`src/rtl/uart_pkg.sv`:
```
// Shared types and constants for the UART transmit arbiter.
// Optional stall timeout in uart_tx_arbiter is enabled with UART_ARB_TIMEOUT_EN.
package uart_pkg;

  typedef enum logic {
    IDLE  = 1'b0,
    GRANT = 1'b1
  } arb_state_t;

  localparam int UART_BYTE_W = 8;

endpackage

```
`src/rtl/uart_rr_pick.sv`:
```
// Combinational round-robin picker: first set request at or after ptr, wrapping.
module uart_rr_pick #(
  parameter int NREQ = 4,
  parameter int IDW  = $clog2(NREQ)
) (
  input  logic [NREQ-1:0] req,
  input  logic [IDW-1:0]  ptr,
  output logic [IDW-1:0]  gnt_id,
  output logic            gnt_any
);

  // Scan from the farthest offset down so the nearest set request is written last.
  always_comb begin
    gnt_id  = '0;
    gnt_any = 1'b0;
    for (int k = NREQ - 1; k >= 0; k--) begin
      int idx;
      idx = int'(ptr) + k;
      if (idx >= NREQ) idx = idx - NREQ;
      if (req[idx]) begin
        gnt_id  = IDW'(idx);
        gnt_any = 1'b1;
      end
    end
  end

endmodule

```
`src/rtl/uart_tx_arbiter.sv`:
```
// Round-robin arbiter sharing one uart_tx byte interface between packet requesters.
// Define UART_ARB_TIMEOUT_EN to add the stall timeout (cfg_timeout / timeout ports).
module uart_tx_arbiter
  import uart_pkg::*;
#(
  parameter int NREQ = 4,
  parameter int TO_W = 16
) (
  input  logic                         clk,
  input  logic                         rst_b,
  input  logic                         cfg_en,
`ifdef UART_ARB_TIMEOUT_EN
  input  logic [TO_W-1:0]              cfg_timeout,
`endif
  input  logic [NREQ-1:0]              req_valid,
  input  logic [NREQ-1:0]              req_last,
  input  logic [NREQ*UART_BYTE_W-1:0]  req_data,
  output logic [NREQ-1:0]              req_ready,
  output logic                         tx_valid,
  output logic [UART_BYTE_W-1:0]       tx_data,
  input  logic                         tx_ready,
  output logic                         busy,
`ifdef UART_ARB_TIMEOUT_EN
  output logic                         timeout,
`endif
  output logic [$clog2(NREQ)-1:0]      grant_id
);

  localparam int IDW = $clog2(NREQ);

  // Handshake: a byte moves on a cycle where valid and ready are both high; the
  // requester holds valid/data/last stable until it sees ready, and may idle between bytes.
  arb_state_t     state;
  logic [IDW-1:0] ptr;
  logic [IDW-1:0] pick_id;
  logic           pick_any;
  logic           g_valid;
  logic           g_last;
  logic           hs;
`ifdef UART_ARB_TIMEOUT_EN
  logic [TO_W-1:0] stall_cnt;
`endif

  function automatic logic [IDW-1:0] next_id(input logic [IDW-1:0] id);
    if (int'(id) == NREQ - 1) return '0;
    return id + IDW'(1);
  endfunction

  uart_rr_pick #(
    .NREQ (NREQ),
    .IDW  (IDW)
  ) u_pick (
    .req     (req_valid),
    .ptr     (ptr),
    .gnt_id  (pick_id),
    .gnt_any (pick_any)
  );

  assign g_valid = req_valid[grant_id];
  assign g_last  = req_last[grant_id];
  assign hs      = (state == GRANT) && g_valid && tx_ready;

  // Pass-through in GRANT keeps the datapath bufferless; IDLE presents nothing.
  always_comb begin
    req_ready = '0;
    tx_valid  = 1'b0;
    tx_data   = '0;
    if (state == GRANT) begin
      tx_valid            = g_valid;
      tx_data             = req_data[int'(grant_id)*UART_BYTE_W +: UART_BYTE_W];
      req_ready[grant_id] = tx_ready;
    end
  end

  always_ff @(posedge clk) begin
    if (!rst_b) begin
      state     <= IDLE;
      busy      <= 1'b0;
      grant_id  <= '0;
      ptr       <= '0;
`ifdef UART_ARB_TIMEOUT_EN
      timeout   <= 1'b0;
      stall_cnt <= '0;
`endif
    end else begin
`ifdef UART_ARB_TIMEOUT_EN
      timeout <= 1'b0;
`endif
      case (state)
        IDLE: begin
          if (cfg_en && pick_any) begin
            state    <= GRANT;
            busy     <= 1'b1;
            grant_id <= pick_id;
`ifdef UART_ARB_TIMEOUT_EN
            stall_cnt <= '0;
`endif
          end
        end
        GRANT: begin
          if (hs) begin
`ifdef UART_ARB_TIMEOUT_EN
            stall_cnt <= '0;
`endif
            if (g_last) begin
              state <= IDLE;
              busy  <= 1'b0;
              ptr   <= next_id(grant_id);
            end
          end
`ifdef UART_ARB_TIMEOUT_EN
          // A byte handing over in the same cycle wins over the revoke.
          else if (cfg_timeout != '0 && stall_cnt >= cfg_timeout) begin
            state     <= IDLE;
            busy      <= 1'b0;
            ptr       <= next_id(grant_id);
            timeout   <= 1'b1;
            stall_cnt <= '0;
          end else if (!g_valid && stall_cnt != '1) begin
            stall_cnt <= stall_cnt + TO_W'(1);
          end
`endif
        end
        default: state <= IDLE;
      endcase
    end
  end

endmodule

```
`config.mk`:
```
export PLATFORM = sky130hd
export DESIGN_NAME = uart_tx_arbiter
export DESIGN_NICKNAME = d
export VERILOG_FILES = /design/src/rtl/uart_pkg.sv /design/src/rtl/uart_rr_pick.sv /design/src/rtl/uart_tx_arbiter.sv
export SDC_FILE = /design/constraint.sdc
export NUM_CORES = 1
export LEC_CHECK = 0
export CORE_MARGIN = 5
export CORE_UTILIZATION = 34
export CTS_CLUSTER_DIAMETER = 100
export CTS_CLUSTER_SIZE = 40
export DETAILED_ROUTE_END_ITERATION = 8
export MAX_ROUTING_LAYER = met4
export PLACE_DENSITY = 0.85
export REMOVE_ABC_BUFFERS = 1
export SLEW_MARGIN = 5
export SYNTH_ARGS = -nofsm -noshare
export SYNTH_HDL_FRONTEND = slang
export SYNTH_SLANG_ARGS = --single-unit
```
`constraint.sdc`:
```
create_clock -name clk -period 3.3 [get_ports clk]
set_input_delay 0.495 -clock clk [delete_from_list [all_inputs] [get_ports clk]]
set_output_delay 0.495 -clock clk [all_outputs]
set_load 0.02 [all_outputs]
```
# Word-level counts from Yosys, hierarchy flattened
# Index checks and enable logic that the tools add are counted.
word_totals:
  register_bits: 6
  elab_cells: 84
  in_bits: 44
  out_inout_bits: 16
classes:
  n_mux: 48
  eq_ne: 4
  bitwise: 2
  reduce_logical: 7
  shifts: 1
  order_cmp: 10
  addsub: 8
op_table:
  columns: ["cell", "count"]
  rows:
  - ["32-bit by 4-bit less-than comparator with 1-bit output, second input constant", 4]
  - ["32-bit 2-to-1 mux", 4]
  - ["32-bit by 4-bit greater-or-equal comparator with 1-bit output, second input constant", 3]
  - ["32-bit by 4-bit subtractor with 32-bit output, second input constant", 3]
  - ["32-bit by 6-bit variable part select with 8-bit output", 1]
  - ["1-bit 2-to-1 mux", 27]
  - ["1-bit binary-select mux with 2-bit select", 6]
  - ["2-bit 2-to-1 mux", 6]
  - ["8-bit 2-to-1 mux", 1]
  - ["2-bit by 2-bit adder with 3-bit output, second input constant", 2]
  - ["3-bit AND reduction", 2]
  - ["4-bit AND", 1]
  - ["1-bit logical AND", 4]
  - ["4-bit 2-to-1 mux", 1]
  - ["2-bit by 1-bit != test with 1-bit output, second input constant", 2]
  - ["1-bit case mux with 2 select lines", 2]
  - ["2-bit by 3-bit subtractor with 4-bit output, second input constant", 1]
  - ["2-bit by 1-bit adder with 3-bit output, second input constant", 1]
  - ["2-bit by 3-bit greater-or-equal comparator with 1-bit output, second input constant", 1]
  - ["2-bit by 3-bit less-than comparator with 1-bit output, second input constant", 1]
  - ["2-bit by 1-bit adder with 2-bit output, second input constant", 1]
  - ["1-bit demux with 2-bit select", 1]
  - ["2-bit by 1-bit equality test with 1-bit output, second input constant", 1]
  - ["2-bit by 1-bit greater-or-equal comparator with 1-bit output, second input constant", 1]
  - ["other kinds (3)", 3]

# Longest topological paths before layout
# Gate-level depths: netlist of run 1.
depth:
  depth_word: 13
  ltp_mapped: 6
  depth_no_buf: 4

# By module
# Synthesis of run 1 repeated with hierarchy kept, for this count alone.
unflattened:
  cells_unflattened: 77
  hier_area_um2: 764.5
by_module_without_submodules:
  columns: ["mod", "area_per_inst_um2", "instances", "cells_each", "seq_area_each_um2"]
  rows:
  - ["uart_tx_arbiter", 686.9, 1, 64, 120.1]
  - ["uart_rr_pick", 77.6, 1, 13, 0.0]

# Worst setup path after synthesis of run 1
# OpenSTA, ideal clock, no wires.
synth_timing:
  kind: "reg2out"
  from: "reg grant_id[0]"
  to: "out tx_data[0]"
  path_buffers: 2
  stages_incl_launch_ff: 5
  t_required_ps: 2805
  setup_slack_ps: 1128
  t_arrival_ps: 1677
  cell_sequence: "dfxtp_1 -> buf_2 -> buf_2 -> mux4_2 -> and2_1"
synth_between:
  elab_chain_cells: 2
synth_lines:
  columns: ["item", "line", "rtl"]
  rows:
  - ["from (decl)", "uart_tx_arbiter.sv:26", "output logic [$clog2(NREQ)-1:0] grant_id"]
  - ["from (signal assigned)", "uart_tx_arbiter.sv:94", "grant_id <= pick_id;"]
  - ["32-bit by 6-bit variable part select with 8-bit output", "uart_tx_arbiter.sv:70", "tx_data = req_data[int'(grant_id)*UART_BYTE_W +: UART_BYTE_W];"]
  - ["8-bit 2-to-1 mux", "uart_tx_arbiter.sv:68", "if (state == GRANT) begin"]
  - ["to (decl)", "uart_tx_arbiter.sv:20", "output logic [UART_BYTE_W-1:0] tx_data,"]
# No other way between the ends.

# Worst setup path after layout of run 1
layout_timing:
  from: "reg grant_id[0]"
  to: "out tx_data[2]"
# Same word-level chain as after synthesis.

==> results of run 1 <==
state kept, by name, summed over array words and instances (netlist names):
register and cells:
grant_id 2, ptr 2, busy 1, state 1
cell families after synthesis:
group,Yosys count,synth area share (%)
adder cells (fa/ha/maj),4,7.13
buffers and inverters,8,5.17
AND/OR/NAND/NOR,29,23.2
flip-flops,6,17.1
multiplexers,13,34.6
AO/OA/AOI/OAI,13,12.8
how the worst min path moves through the flow:
stage            from  endpoint  slack, ps  cells after the start
2_1_floorplan  ptr[0]    ptr[0]        460                      2
3_3_place_gp     busy      busy        460                      2
3_5_place_dp     busy      busy        460                      2
4_1_cts          busy      busy        480                      2
5_1_grt          busy      busy        510                      2
6_report         busy      busy        470                      2
worst min-delay path: cells and delay by family (launching register included):
family           cells  cell delay [ps]
AND/OR/NAND/NOR      1               50
AO/OA/AOI/OAI        1               70
flip-flops           1              310
metal layers:
| metal | vias to the layer above | share of wire [%] |
|---|---|---|
| met5 | - | 0 |
| met4 | 0 | 0.73 |
| met3 | 2 | 9.7 |
| met2 | 50 | 46 |
| met1 | 386 | 44 |
| li1 | 392 | - |
placed cells by master (no fill, tap or decap):
master / n
sky130_fd_sc_hd__nand3b_1: 1
sky130_fd_sc_hd__o22a_1: 1
sky130_fd_sc_hd__and3_1: 4
sky130_fd_sc_hd__o21ai_0: 3
sky130_fd_sc_hd__or4_1: 1
sky130_fd_sc_hd__dfxtp_1: 6
sky130_fd_sc_hd__a21oi_1: 2
sky130_fd_sc_hd__and2_1: 8
sky130_fd_sc_hd__o221ai_1: 1
sky130_fd_sc_hd__a21o_1: 1
sky130_fd_sc_hd__inv_1: 3
sky130_fd_sc_hd__and2_2: 1
sky130_fd_sc_hd__nor3b_1: 1
sky130_fd_sc_hd__clkdlybuf4s50_1: 59
sky130_fd_sc_hd__nand2_1: 6
sky130_fd_sc_hd__nand3_1: 1
sky130_fd_sc_hd__mux2i_1: 4
sky130_fd_sc_hd__a21boi_1: 1
sky130_fd_sc_hd__o21a_1: 2
sky130_fd_sc_hd__inv_2: 1
sky130_fd_sc_hd__ha_1: 4
sky130_fd_sc_hd__nand2b_1: 1
sky130_fd_sc_hd__mux4_2: 9
sky130_fd_sc_hd__nor2b_1: 1
sky130_fd_sc_hd__nor2_1: 3
sky130_fd_sc_hd__o22ai_1: 1
sky130_fd_sc_hd__nor4_1: 1
sky130_fd_sc_hd__clkbuf_4: 3
sky130_fd_sc_hd__o221a_2: 1
per-stage QoR:
stage / std cells / instance area [um^2] / utilization, %
after global placement: 155 / 1310 / 66.5
after floorplan: 69 / 681 / -
after CTS: 158 / 1330 / 67.7
final: 158 / 1330 / 67.7
after detailed placement: 155 / 1310 / 66.5
after global routing: 158 / 1330 / 67.7
power by group:
group	total [mW]	switching (mW)	internal [mW]
sequential	0.0887	0.0118	0.0768
combinational	0.135	0.0437	0.0912
clock	0.0657	0.0247	0.0410
layout make-up:
cell class	instances	share of cell area, %
Clock buffer	3	1.70
Inverter	4	1.13
Timing Repair Buffer	59	44.5
Sequential cell	6	9.05
Tap cell	27	2.54
Multi-Input combinational cell	59	41.1
==> Flow_metrics.wiki, run 1 <==
{| class="wikitable"
! Metric !! Value
|-
| Max_slew headroom || 43.7%
|-
| Cell type with the highest aggregate area in the netlist || sky130_fd_sc_hd__mux4_2
|-
| Most frequent cells after synthesis || 9 x sky130_fd_sc_hd__mux4_2, 8 x sky130_fd_sc_hd__and2_1, 6 x sky130_fd_sc_hd__dfxtp_1, 6 x sky130_fd_sc_hd__nand2_1
|-
| Capture point of the worst path || tx_data[2]
|-
| Met2 Track Usage GR || 28.7%
|-
| Final Critical Period || 2900 ps
|-
| Number of flops mapped to enable cells by yosys || 0
|-
| Antenna violations before repair || 0
|-
| Met1 demand-to-capacity share in global routing || 20.5%
|-
| Max stage delay cell, worst path || sky130_fd_sc_hd__dfxtp_1
|-
| Setup TNS || 0 ps
|-
| Mean routed wirelength per cell || roughly 17 um
|-
| Setup repair after global routing missed its margin || no
|-
| Sequential area share after synthesis || approximately 17%
|-
| Sinks on the clock net || 6
|-
| IO buf count || 59
|-
| Width of the chip || 55.4 um
|-
| Die H || 55.4 um
|-
| Final ANT Viol Nets || 0
|-
| Reported leakage power || 0.481 nW
|-
| Diode count || 0
|-
| Slack of the worst reg-to-reg path || 1350 ps
|-
| Maximum number of buffers from clock root to sink || 2
|-
| CTS root buffer || sky130_fd_sc_hd__clkbuf_4
|-
| Worst-path clk slew || 40 ps
|-
| Post-Route Skew || 1.48 ps
|-
| Total of flip-flops plus latches after synthesis || 6
|-
| Core Footprint || 1960 um^2
|-
| Top cells by area, synth || sky130_fd_sc_hd__mux4_2 29%, sky130_fd_sc_hd__dfxtp_1 17%, sky130_fd_sc_hd__and2_1 7.1%
|-
| Most common flop cell mapped by yosys || sky130_fd_sc_hd__dfxtp_1
|-
| Data required time of the critical path || roughly 2800 ps
|-
| Setup-failing EPs final || 0
|-
| Total Routing Usage GR || between 10% and 20%
|-
| Total power divided by cell area || 218 nW/um^2
|-
| Final-report hold violation count || 0
|-
| Total wire length || 2610 um
|-
| Maximum level of the CTS H-tree || 1
|-
| Die Area || 3070 um^2
|-
| Net total in the final layout || 181
|-
| Grt met3 use || 6.53%
|-
| Top fanout value on the critical path || 17
|-
| Worst setup slack after placement || 579 ps
|-
| Crit Reg-Reg Endpoint || ptr[0]
|-
| Crit Path Category || reg -> out
|-
| Iter 0 DRT Violations || 33
|-
| Worst-skew pair later-pin latency || ~240 ps
|-
| Placement Rows || 16
|-
| Grt ovf || 0
|-
| Cell variety after synth || 30
|-
| Cell type group with the largest total delay on the critical path || flip-flops
|-
| CP cell instances || mux4_2 -> and2_1 -> clkdlybuf4s50_1
|-
| DR vias || 830
|-
| Number of filler cells placed in the layout || between 150 and 200
|-
| Area fraction of the dominant cell type after synthesis || 28.9%
|-
| Estimated wirelength of the detail-placed design || about 2300 um
|-
| Hold buffer count at cts || 0
|-
| Post-Syn Area || about 700 um^2
|-
| Post-Syn Instances || 73
|-
| Smallest setup slack after layout || 399 ps
|-
| Number of max-cap violations || 0
|-
| Number of resized instances in the post-cts repair step || 0
|-
| Effective utilization at floorplan || around 36%
|-
| Highest clock rate || 345 MHz
|-
| Number of stages on the worst setup path || 3
|-
| Count leader, synth || sky130_fd_sc_hd__mux4_2
|-
| Vias in the first global route || 840
|-
| Status || finished, final reports clean
|-
| Ports placed on the boundary || 60
|-
| Number of max-slew violations in the final report || 0
|-
| Class of the most critical hold timing path || reg -> reg
|-
| Share of async-settable or async-resettable flops after synthesis || 0%
|-
| Layer with the highest usage after global routing || met2
|-
| Total buffers and inverters traversed by the critical path || 1
|-
| Sequential cell area in the final layout || about 120 um^2
|-
| IR drop worst, VDD || 250 uV
|-
| Cts bufs inserted || 3
|-
| Post-layout total power || 0.289 mW
|-
| Synthesis Warnings || 0
|-
| Reg2reg start || grant_id[0]
|-
| Largest stage delay on the critical path || roughly 860 ps
|-
| Depth of the worst register-to-register path || 4
|-
| Worst Hold Margin || 474 ps
|-
| First drt pass iteration count || 4
|-
| Wire length of the first global-routing pass || 4200 um
|-
| Final critical-path share of the clock period || 87.9%
|-
| Critical Path Start Type || flop
|-
| Layout overhead on the synthesized area || 89.1%
|-
| Slew of the pin with the lowest slew margin || 843 ps
|-
| Maximum number of pins on one net before global-route repair || 18
|-
| Drt drc || 0
|-
| Average vias per placed instance || roughly 5.3
|-
| Critical Path Start || grant_id[0]
|-
| CP arrival || 2410 ps
|-
| Number of post-CTS setup repair buffers || 0
|-
| Share of final-layout standard cells stronger than drive strength 1 || 11.5%
|-
| Multi-input gate area in the final layout || 546 um^2
|-
| Kind of capture point of the worst setup path || output pin
|-
| Final weighted congestion in routability-driven placement || 0.758
|-
| TritonCTS clock tree || built
|-
| Synthesized area per cell || between 9 and 10 um^2
|}
No activity file was read; power rests on OpenSTA's default activity.
==> run 2, diff against run 1 <==
Settings changed: SLEW_MARGIN 5 to 10.
==> results of run 2 <==
The final DEF is identical to that of run 1; final timing and power are the same.
==> run 3, diff against run 2 <==
Settings changed: CORE_UTILIZATION 34 to 42, DONT_BUFFER_PORTS set to 1, PLACE_DENSITY 0.85 to not set.
==> run 3 against run 2 <==
Effect of this change: count of clock-buffer cells in the layout unchanged; register-to-register slack lost 130 ps; largest power group is now sequential cells; combinational power shrank 59%; sequential cell count did not move.
==> Flow_metrics.wiki, run 3 (synthesized netlist as in run 1, its figures left out) <==
{| class="wikitable"
! Metric !! Value
|-
| Share of final-layout standard cells stronger than drive strength 1 || 20.8%
|-
| Diode count || 0
|-
| Setup-failing EPs final || 0
|-
| Die Area || 2590 um^2
|-
| Cts bufs inserted || 3
|-
| Worst-skew pair later-pin latency || 250 ps
|-
| Registers with the most flip-flops || grant_id: 2 flops, ptr: 2 flops
|-
| Total buffers and inverters traversed by the critical path || 0
|-
| Smallest setup slack after layout || between 700 and 800 ps
|-
| Ports placed on the boundary || 60
|-
| Effective utilization at floorplan || approximately 46%
|-
| IR drop worst, VDD || 212 uV
|-
| Sinks on the clock net || 6
|-
| Final-report hold violation count || 0
|-
| Fin cells || 88
|-
| Grt ovf || 0
|-
| Final weighted congestion in routability-driven placement || between 0.7 and 0.8
|-
| Setup TNS || 0 ps
|-
| Total power divided by cell area || 298 nW/um^2
|-
| Worst-path clk slew || 50 ps
|-
| Number of cells traversed by the worst hold path || 1
|-
| Number of filler cells placed in the layout || 155
|-
| Cell type group with the largest total delay on the critical path || flip-flops
|-
| Number of post-CTS setup repair buffers || 0
|-
| Number of max-slew violations in the final report || 0
|-
| Critical Path Start Type || flop
|-
| Number of stages on the worst setup path || 2
|-
| Estimated wirelength of the detail-placed design || 1480 um
|-
| Vias in the first global route || 608
|-
| Drt drc || 0
|-
| Maximum number of pins on one net before global-route repair || 18
|-
| Leading cell type in the layout, fill and taps excluded || sky130_fd_sc_hd__mux4_2
|-
| CTS root buffer || sky130_fd_sc_hd__clkbuf_4
|-
| CP arrival || 2060 ps
|-
| Average vias per placed instance || between 6 and 7
|-
| Status || finished, final reports clean
|-
| Iter 0 DRT Violations || 11
|-
| Max stage delay cell, worst path || sky130_fd_sc_hd__dfxtp_1
|-
| Worst Hold Margin || 370 ps
|-
| Max_slew headroom || between 30% and 40%
|-
| Post-layout total power || approximately 0.22 mW
|-
| Post-Route Skew || between 3 and 4 ps
|-
| Total Routing Usage GR || between 10% and 20%
|-
| Mean routed wirelength per cell || ~20 um
|-
| Maximum level of the CTS H-tree || 1
|-
| Antenna violations before repair || 0
|-
| Net total in the final layout || 122
|-
| Reported leakage power || 0.256 nW
|-
| Fraction of the core area covered by cells at the end of the flow || 46.9%
|-
| Layout overhead on the synthesized area || 3.03%
|-
| Top fanout value on the critical path || 17
|-
| First drt pass iteration count || 4
|-
| Data required time of the critical path || 2800 ps
|-
| Wire length of the first global-routing pass || 2850 um
|-
| Final ANT Viol Nets || 0
|-
| Worst setup slack after placement || roughly 970 ps
|-
| Hold buffer count at cts || 0
|-
| Maximum number of buffers from clock root to sink || 2
|-
| Total wire length || between 1500 and 2000 um
|-
| CP cell instances || mux4_2 -> and2_1
|-
| Highest clock rate || 392 MHz
|-
| Final Critical Period || 2550 ps
|-
| Largest stage delay on the critical path || 970 ps
|-
| IO buf count || 0
|-
| Crit Path Category || reg -> out
|-
| Width of the chip || 50.9 um
|-
| Number of resized instances in the post-cts repair step || 0
|-
| Placement Rows || 14
|-
| Placed inst area || 701 um^2
|-
| Design Area, Final || 723 um^2
|-
| Core Footprint || 1540 um^2
|-
| Setup repair after global routing missed its margin || no
|-
| Depth of the worst register-to-register path || 4
|-
| Cell total after placement || between 80 and 90
|-
| Die H || 50.9 um
|-
| Final critical-path share of the clock period || 77.3%
|-
| DR vias || 593
|-
| Slew of the pin with the lowest slew margin || ~1000 ps
|-
| Kind of capture point of the worst setup path || output pin
|-
| Number of max-cap violations || 0
|-
| Most frequent cells in the layout || 9 x sky130_fd_sc_hd__mux4_2, 8 x sky130_fd_sc_hd__and2_1, 6 x sky130_fd_sc_hd__nand2_1, 6 x sky130_fd_sc_hd__dfxtp_1
|-
| Class of the most critical hold timing path || in -> reg
|-
| TritonCTS clock tree || built
|}
run 3: per-layer routing:
metal | track usage, % | up-vias | wire length [um]
met4 | 5.11 | 0 | 23
met5 | - | - | 0
met2 | 25.2 | 37 | 910
met1 | 14.2 | 278 | 576
li1 | - | 274 | -
met3 | 6.98 | 4 | 252
run 3: path summary, 6_finish.rpt:
check                            startpoint          end  slack (ps)
worst max-delay path            grant_id[0]   tx_data[0]         750
worst min-delay path                  rst_b  grant_id[1]         370
worst min register to register       ptr[0]       ptr[0]         510
worst max register to register  grant_id[0]       ptr[0]        1220
run 3: area by class of cell:
cell class,instances,area [um^2],area share [%]
Tap cell,16,20.0,2.77
Clock buffer,3,22.5,3.11
Sequential cell,6,120,16.6
Inverter,4,15.0,2.08
Multi-Input combinational cell,59,546,75.4
run 3: worst register-to-register path, stage by stage, from the launching register on:
cell	delay (ps)
sky130_fd_sc_hd__dfxtp_1	970
sky130_fd_sc_hd__mux4_2	390
sky130_fd_sc_hd__inv_2	50
sky130_fd_sc_hd__or4_1	470
sky130_fd_sc_hd__a21boi_1	140
run 3: where the power goes:
group / internal (mW) / switching (mW) / leakage, nW / total, mW
combinational: 0.0296 / 0.0252 / 0.193 / 0.0548
clock: 0.0413 / 0.0284 / 0.0138 / 0.0697
sequential: 0.0768 / 0.0146 / 0.0492 / 0.0913
